==> config.mk <==
export PLATFORM = sky130hd
export DESIGN_NAME = instr_fetch_unit_flat
export DESIGN_NICKNAME = d
export VERILOG_FILES = /design/src/rtl/instr_fetch_unit_if.sv /design/src/rtl/instr_fetch_unit.sv /design/src/flat_wrapper.sv
export SDC_FILE = /design/constraint.sdc
export NUM_CORES = 1
export LEC_CHECK = 0
export ABC_AREA = 1
export BUFFER_PORTS_ARGS = -buffer_cell sky130_fd_sc_hd__buf_2
export CAP_MARGIN = 20
export CORE_UTILIZATION = 55
export DETAILED_ROUTE_END_ITERATION = 12
export PLACE_DENSITY = 0.85
export SLEW_MARGIN = 20
export SYNTH_ARGS = -nofsm -noshare
export SYNTH_HDL_FRONTEND = slang
export SYNTH_SLANG_ARGS = --single-unit
==> constraint.sdc <==
create_clock -name CLK -period 2.6 [get_ports CLK]
set_clock_uncertainty 0.05 [all_clocks]
set_input_delay 0.13 -clock CLK [delete_from_list [all_inputs] [get_ports CLK]]
set_output_delay 0.13 -clock CLK [all_outputs]
set_load 0.03 [all_outputs]
==> src/rtl/instr_fetch_unit_if.sv <==
`default_nettype none
// ============================================================================
// Module  : instr_fetch_unit_if
// Brief   : Instruction-memory request bus plus decode-side valid/ready port.
// Rev     : 1.0 - initial release
// ============================================================================
interface instr_fetch_unit_if #(
  parameter int ADDR_W = 8,
  parameter int DATA_W = 16
);
  logic              mem_req;
  logic [ADDR_W-1:0] mem_addr;
  logic              mem_ack;
  logic [DATA_W-1:0] mem_rdata;
  logic              instr_valid;
  logic [DATA_W-1:0] instr;
  logic [ADDR_W-1:0] instr_pc;
  logic              instr_ready;

  modport master (
    output mem_req, mem_addr,
    input  mem_ack, mem_rdata,
    output instr_valid, instr, instr_pc,
    input  instr_ready
  );

  modport slave (
    input  mem_req, mem_addr,
    output mem_ack, mem_rdata,
    input  instr_valid, instr, instr_pc,
    output instr_ready
  );
endinterface
`default_nettype wire

==> src/rtl/instr_fetch_unit.sv <==
`default_nettype none
// ============================================================================
// Module  : instr_fetch_unit
// Brief   : Fetch pointer, single-outstanding memory reads and a tagged FWFT
//           buffer feeding decode; flush redirects fetch.
//           Optional macro FETCH_PERF_EN adds the fetch_stall_cnt output.
// Rev     : 1.0 - initial release
// ============================================================================
module instr_fetch_unit #(
  parameter int ADDR_W     = 8,
  parameter int DATA_W     = 16,
  parameter int FIFO_DEPTH = 4,
  parameter int RESET_ADDR = 0
) (
  input  logic              CLK,
  input  logic              areset,
  input  logic              flush,
  input  logic [ADDR_W-1:0] flush_addr,
  instr_fetch_unit_if.master bus
`ifdef FETCH_PERF_EN
  ,
  output logic [15:0]       fetch_stall_cnt
`endif
);

  localparam int                  c_idx_w      = $clog2(FIFO_DEPTH);
  localparam int                  c_cnt_w      = c_idx_w + 1;
  localparam logic [c_cnt_w-1:0]  c_full       = c_cnt_w'(FIFO_DEPTH);
  localparam logic [c_cnt_w-1:0]  c_cnt_one    = c_cnt_w'(1);
  localparam logic [c_idx_w-1:0]  c_idx_one    = c_idx_w'(1);
  localparam logic [ADDR_W-1:0]   c_ptr_one    = ADDR_W'(1);
  localparam logic [ADDR_W-1:0]   c_reset_addr = ADDR_W'(RESET_ADDR);

  typedef enum logic [1:0] {
    ST_IDLE    = 2'd0,
    ST_WAIT    = 2'd1,
    ST_DISCARD = 2'd2
  } state_t;

  state_t              r_state, w_state_nxt;
  logic                r_mem_req, w_mem_req_nxt;
  logic [ADDR_W-1:0]   r_mem_addr, w_mem_addr_nxt;
  logic [ADDR_W-1:0]   r_fetch_ptr, w_fetch_ptr_nxt;
  logic                w_push, w_clear, w_pop, w_ack, w_has_space, w_instr_valid;

  logic [DATA_W-1:0]   r_data [FIFO_DEPTH];
  logic [ADDR_W-1:0]   r_pc   [FIFO_DEPTH];
  logic [c_idx_w-1:0]  r_rd_idx, r_wr_idx;
  logic [c_cnt_w-1:0]  r_count;

  assign w_ack         = r_mem_req & bus.mem_ack;
  assign w_has_space   = (r_count != c_full);
  assign w_instr_valid = (r_count != '0);
  assign w_pop         = w_instr_valid & bus.instr_ready;

  always_ff @(posedge CLK) begin
    if (areset) begin
      r_state     <= ST_IDLE;
      r_mem_req   <= 1'b0;
      r_mem_addr  <= '0;
      r_fetch_ptr <= c_reset_addr;
    end else begin
      r_state     <= w_state_nxt;
      r_mem_req   <= w_mem_req_nxt;
      r_mem_addr  <= w_mem_addr_nxt;
      r_fetch_ptr <= w_fetch_ptr_nxt;
    end
  end

  always_comb begin
    w_state_nxt     = r_state;
    w_mem_req_nxt   = r_mem_req;
    w_mem_addr_nxt  = r_mem_addr;
    w_fetch_ptr_nxt = r_fetch_ptr;
    w_push          = 1'b0;
    w_clear         = 1'b0;
    if (flush) begin
      w_clear         = 1'b1;
      w_fetch_ptr_nxt = flush_addr;
    end
    case (r_state)
      ST_IDLE: begin
        if (!flush && w_has_space) begin
          w_mem_req_nxt  = 1'b1;
          w_mem_addr_nxt = r_fetch_ptr;
          w_state_nxt    = ST_WAIT;
        end
      end
      ST_WAIT: begin
        // An ack arriving with a flush completes the bus cycle but its word is stale.
        if (w_ack) begin
          w_mem_req_nxt = 1'b0;
          w_state_nxt   = ST_IDLE;
          if (!flush) begin
            w_push          = 1'b1;
            w_fetch_ptr_nxt = r_fetch_ptr + c_ptr_one;
          end
        end else if (flush) begin
          w_state_nxt = ST_DISCARD;
        end
      end
      ST_DISCARD: begin
        if (w_ack) begin
          w_mem_req_nxt = 1'b0;
          w_state_nxt   = ST_IDLE;
        end
      end
      default: begin
        w_mem_req_nxt = 1'b0;
        w_state_nxt   = ST_IDLE;
      end
    endcase
  end

  always_ff @(posedge CLK) begin
    if (areset || w_clear) begin
      r_count  <= '0;
      r_rd_idx <= '0;
      r_wr_idx <= '0;
    end else begin
      if (w_push) r_wr_idx <= r_wr_idx + c_idx_one;
      if (w_pop)  r_rd_idx <= r_rd_idx + c_idx_one;
      case ({w_push, w_pop})
        2'b10:   r_count <= r_count + c_cnt_one;
        2'b01:   r_count <= r_count - c_cnt_one;
        default: r_count <= r_count;
      endcase
    end
  end

  // Entries are tagged with the request address so decode sees each word's PC.
  always_ff @(posedge CLK) begin
    if (w_push) begin
      r_data[r_wr_idx] <= bus.mem_rdata;
      r_pc[r_wr_idx]   <= r_mem_addr;
    end
  end

  assign bus.mem_req     = r_mem_req;
  assign bus.mem_addr    = r_mem_addr;
  assign bus.instr_valid = w_instr_valid;
  assign bus.instr       = r_data[r_rd_idx];
  assign bus.instr_pc    = r_pc[r_rd_idx];

`ifdef FETCH_PERF_EN
  logic [15:0] r_stall_cnt;

  always_ff @(posedge CLK) begin
    if (areset) begin
      r_stall_cnt <= '0;
    end else if (bus.instr_ready && !w_instr_valid && (r_stall_cnt != 16'hFFFF)) begin
      r_stall_cnt <= r_stall_cnt + 16'd1;
    end
  end

  assign fetch_stall_cnt = r_stall_cnt;
`endif

endmodule
`default_nettype wire
==> src/flat_wrapper.sv <==
// flat-port wrapper written by rule: the top's interface ports become plain ports
module instr_fetch_unit_flat 
#(
  parameter int ADDR_W     = 8,
  parameter int DATA_W     = 16,
  parameter int FIFO_DEPTH = 4,
  parameter int RESET_ADDR = 0
)
  (CLK, areset, flush, flush_addr, bus_mem_req, bus_mem_addr, bus_mem_ack, bus_mem_rdata, bus_instr_valid, bus_instr, bus_instr_pc, bus_instr_ready);
  instr_fetch_unit_if #(.ADDR_W(ADDR_W), .DATA_W(DATA_W)) bus_i ();
  input  logic CLK;
  input  logic areset;
  input  logic flush;
  input  logic [ADDR_W-1:0] flush_addr;
  output wire logic [$bits(bus_i.mem_req)-1:0] bus_mem_req;
  output wire logic [$bits(bus_i.mem_addr)-1:0] bus_mem_addr;
  input wire logic [$bits(bus_i.mem_ack)-1:0] bus_mem_ack;
  input wire logic [$bits(bus_i.mem_rdata)-1:0] bus_mem_rdata;
  output wire logic [$bits(bus_i.instr_valid)-1:0] bus_instr_valid;
  output wire logic [$bits(bus_i.instr)-1:0] bus_instr;
  output wire logic [$bits(bus_i.instr_pc)-1:0] bus_instr_pc;
  input wire logic [$bits(bus_i.instr_ready)-1:0] bus_instr_ready;
  assign bus_mem_req = bus_i.mem_req;
  assign bus_mem_addr = bus_i.mem_addr;
  assign bus_i.mem_ack = bus_mem_ack;
  assign bus_i.mem_rdata = bus_mem_rdata;
  assign bus_instr_valid = bus_i.instr_valid;
  assign bus_instr = bus_i.instr;
  assign bus_instr_pc = bus_i.instr_pc;
  assign bus_i.instr_ready = bus_instr_ready;
  instr_fetch_unit #(.ADDR_W(ADDR_W), .DATA_W(DATA_W), .FIFO_DEPTH(FIFO_DEPTH), .RESET_ADDR(RESET_ADDR)) u_core (.CLK(CLK), .areset(areset), .flush(flush), .flush_addr(flush_addr), .bus(bus_i));
endmodule
# Yosys cells after proc, flatten, opt, wreduce, memory -nomap -nowiden

Memory sizes are Yosys's and may differ from the RTL's. A register that Yosys moved wholly into a read port is not among the register bits.
Index checks and enable logic that the tools add are counted.

Memories kept: 2
Logic and storage cells: 58
Input bits: 29
Memory bits (writable): 96
Output and inout port bits: 34
Flip-flop bits (word level): 26

Memory list:

| name          | words | width | read ports | clocked after Yosys merged registers in | write ports | RTL line               | text |
|---|---|---|---|---|---|---|---|
| u_core.r_data | 4     | 16    | 1          | 1                                       | 1           | instr_fetch_unit.sv:46 | `logic [DATA_W-1:0] r_data [FIFO_DEPTH];` |
| u_core.r_pc   | 4     | 8     | 1          | 1                                       | 1           | instr_fetch_unit.sv:47 | `logic [ADDR_W-1:0] r_pc [FIFO_DEPTH];` |

Reduce and logical (&&, ||, !) cells: 10
Bitwise gates (word level): 2
$add $sub $neg: 5
Mux-type cells: 23
Eq/ne operators: 9

Operator list:

| cell                  | number |
|---|---|
| $mux W8               | 4 |
| $mux W2               | 8 |
| $add A8 B1 Y8 const B | 1 |
| $mux W1               | 8 |
| $ne A2 B1 Y1 const B  | 3 |
| $pmux W2 S3           | 1 |
| $pmux W3 S2           | 1 |
| $add A2 B1 Y2 const B | 2 |
| $eq A2 B1 Y1 const B  | 2 |
| $eq A2 B2 Y1 const B  | 2 |
| $reduce_and A2 Y1     | 2 |
| $add A3 B1 Y3 const B | 1 |
| $ne A3 B2 Y1 const B  | 1 |
| $ne A3 B3 Y1 const B  | 1 |
| $reduce_and A3 Y1     | 1 |
| $reduce_bool A3 Y1    | 1 |
| $sub A3 B1 Y3 const B | 1 |
| $and A1 B1 Y1         | 2 |
| $logic_not A2 Y1      | 1 |
| $pmux W1 S2           | 1 |
| $reduce_bool A2 Y1    | 1 |
| $reduce_or A2 Y1      | 1 |
| $logic_and A1 B1 Y1   | 1 |
| $logic_not A1 Y1      | 1 |
| $logic_or A1 B1 Y1    | 1 |

# Logic depth before layout (Yosys ltp)

Depth in word-level cells: 5
Gate-level depth with buffers: 13
Depth with buffers taken out: 13

# Worst setup path after synthesis

Ideal clock, no wire load.

Path type: register to register
Start point: register u_core.r_mem_req, in the netlist u_core.bus.mem_req
End point: memory u_core.r_data[0][0] (enable)
Stages on the path, launching flop included: 5
Buffers on the path: 0
Clock period less this slack: 2.394 ns
Arrival time: 1.940 ns
Path slack: 0.206 ns
Library setup time: 0.405 ns
Cell sequence: dfxtp_1 -> nand2_2 -> nor2_2 -> inv_2 -> nor2_1

Cells in the longest elaborated chain, start to end: 5

Ends and longest elaborated chain:

| element                       | RTL line                | text |
|---|---|---|
| start: declaration            | instr_fetch_unit.sv:41  | `logic r_mem_req, w_mem_req_nxt;` |
| start signal: assignment      | instr_fetch_unit.sv:64  | `r_mem_req <= w_mem_req_nxt;` |
| $and A1 B1 Y1                 | instr_fetch_unit.sv:51  | `assign w_ack = r_mem_req & bus.mem_ack;` |
| $mux W1                       | instr_fetch_unit.sv:91  | `if (w_ack) begin` |
| $mux W1                       | instr_fetch_unit.sv:81  | `case (r_state)` |
| $mux W1                       | instr_fetch_unit.sv:133 | `if (w_push) begin` |
| $mux W1 (implied by the code) | instr_fetch_unit.sv:134 | `r_data[r_wr_idx] <= bus.mem_rdata;` |
| end: declaration              | instr_fetch_unit.sv:46  |  |

No other way between the ends.

==> summary.txt <==
Worst-path clk slew: 60 ps
Via count: 3641
Drt wl/cell: 15.9 um
First-pass GRT wire length: 17000 um
Failing checks: design-rule violations
Gpl congestion: 0.886
Clock root buffer: clkbuf_8
Worst slew margin: 0.482
Hold Violations, Final: 0
H-Tree Depth: 4
Pre-CTS WS: 505 ps
Area taken by flip-flops and latches: 0.00344 mm^2
Die area: 0.00956 mm^2
Crit path kind: reg2out
Slew @ Worst Pin: 776 ps
Worst setup margin: 284 ps
Status: finished with violations
WP data required: 2420 ps
# diodes: 0
WL final: 10600 um
Clock tree buffer depth: 2
Cell Area, Synth: 0.00504 mm^2
Share of layout cells above drive strength 1: 0.212
IO Pins: 63
Vias in the first global route: 3701
Post-CTS setup buffers: 0
Lkg Pwr: 2.48 nW
Remaining DRCs: 12
CORE AREA: 0.00881 mm^2
Multi-input gate area: 0.00137 mm^2
Starting Density: 0.573
Drt pass-1 iters: 8
Synth warnings: 0
Cell count after synthesis: 447
Final instance area: 0.00638 mm^2
CTS buffer count: 17
Initial antenna violation count: 0
Max_cap viols: 0
Worst VDD drop: 531 uV
Crit path DAT: 2140 ps
Core Rows: 34
Hold WC Path Type: in2reg
Synthesis-stage register bit count: 124
Setup total negative slack: 0 ps
CP endpoint kind: primary output
Largest net degree at the start of global routing: 49
Crit path time final: 2320 ps
Synthesized net count: 486
RSZ-0062 raised after global routing: no
Post-cts sizing count: 0
Total Nets Final: 587
Crit path max fanout: 48
Fmax: 0.432 GHz
Post-CTS Hold Fix Bufs: 29
Commonest non-fill, non-tap cell in the layout: edfxtp_1
Die height: 97.8 um
CTS tree: built
Detailed placement HPWL: 6000 um
Final Setup Violations: 0
Worst setup SP type: register
Routed Antenna Nets: 0
Tcrit/Tclk final: 0.891
Grt ovf: 0
Yosys cell types: 25
Vias/cell: 5.44
Port Buf Inserts: 62
Most frequent cells in the layout: edfxtp_1, buf_2, nor2_1
Layout area overhead: 26.5%
Initial drt markers: 187
Layout fillers: 582
Synthesized area per cell: 11.3 um^2
Sequential fraction of the synthesis area: 0.683
Die Span X: 97.8 um
Fin. max-slew vios: 0
GRT Total Usage: 0.234
Pwr/cell area: 808 mW/mm^2
Area after DPL: 0.00548 mm^2
Clock latency on the worst-skew pair: 510 ps
Hold_ws: 317 ps
Clock sink total: 124
-- kinds of logic after synthesis --
family,count (synthesis),share of synthesized area
compound gates,105,0.111
fa+ha+maj,10,0.0263
buf+inv,59,0.0479
flops,124,0.683
simple gates,149,0.132
-- final timing paths --
kind / cells after the start / start / slack (ps) / to
max reg2reg: 12 / u_core.r_state[1]$_SDFFE_PP0P_ / 480 / u_core.r_count[2]$_SDFFE_PP0P_
max: 6 / register / 280 / bus_instr_pc[4]
min reg2reg: 2 / u_core.r_fetch_ptr[7]$_SDFF_PP0_ / 460 / u_core.bus.mem_addr[7]$_SDFFE_PP0P_
min: 2 / bus_mem_rdata[12] / 320 / u_core.r_data[2][12]$_DFFE_PP_
-- power by group --
group | internal [mW] | switching [mW] | leakage [nW]
logic | 0.183 | 0.323 | 1.09
registers | 2.20 | 0.0572 | 1.10
clock network | 1.56 | 0.833 | 0.285
-- final cells by class --
class                      count  share of cell area
clock buffer                  18              0.0655
clock inverter                14              0.0304
inverter                      41              0.0241
multi-input combinational    264               0.214
sequential                   124               0.540
tap                          108              0.0212
timing repair buffer         100               0.105
-- critical path, stage by stage (launching register included) --
cell	delay [ps]
dfxtp_1	310
buf_4	210
inv_1	80
buf_4	390
o21ai_0	190
o22ai_1	200
buf_2	230
-- metal layers --
| layer | GRT usage | share of wire | vias up |
|---|---|---|---|
| li1 | - | - | 1782 |
| met1 | 0.263 | 0.40 | 1727 |
| met2 | 0.428 | 0.53 | 122 |
| met3 | 0.0616 | 0.061 | 10 |
| met4 | 0.0874 | 0.010 | 0 |
| met5 | 0 | 0 | - |
-- stage by stage --
stage,power (mW),util,instances
after floorplan,2.63,-,447
after global placement,2.74,0.622,608
after detailed placement,2.76,0.622,608
after CTS,5.18,0.724,669
after global routing,5.32,0.724,669
final,5.16,0.724,669
-- registers in the layout, indices dropped and copies added (netlist names), named ones only --
name / flops
u_core.r_wr_idx: 2
u_core.r_fetch_ptr: 8
u_core.r_rd_idx: 2
u_core.r_data: 64
u_core.r_state: 2
u_core.bus.mem_addr: 8
u_core.r_pc: 32
u_core.bus.mem_req: 1
u_core.r_count: 3
-- synthesized netlist by cell type --
library cell | instances | share of area
edfxtp_1 | 96 | 0.57
nor2_1 | 64 | 0.048
o21ai_0 | 58 | 0.058
nand2_1 | 50 | 0.037
inv_1 | 37 | 0.028
dfxtp_1 | 28 | 0.11
o22ai_1 | 24 | 0.030
a21oi_1 | 21 | 0.021
nand3_1 | 16 | 0.016
clkbuf_1 | 9 | 0.0067
ha_1 | 9 | 0.022
nand4_1 | 9 | 0.011
buf_2 | 7 | 0.0069
inv_2 | 4 | 0.0030
nand2_2 | 2 | 0.0025
nand3_2 | 2 | 0.0040
nand3_4 | 2 | 0.0069
nor2_2 | 2 | 0.0025
and2_4 | 1 | 0.0017
buf_4 | 1 | 0.0015
buf_6 | 1 | 0.0022
fa_1 | 1 | 0.0040
nand2_4 | 1 | 0.0022
o211ai_1 | 1 | 0.0015
o21a_1 | 1 | 0.0015
(Power assumes the default switching activity.)
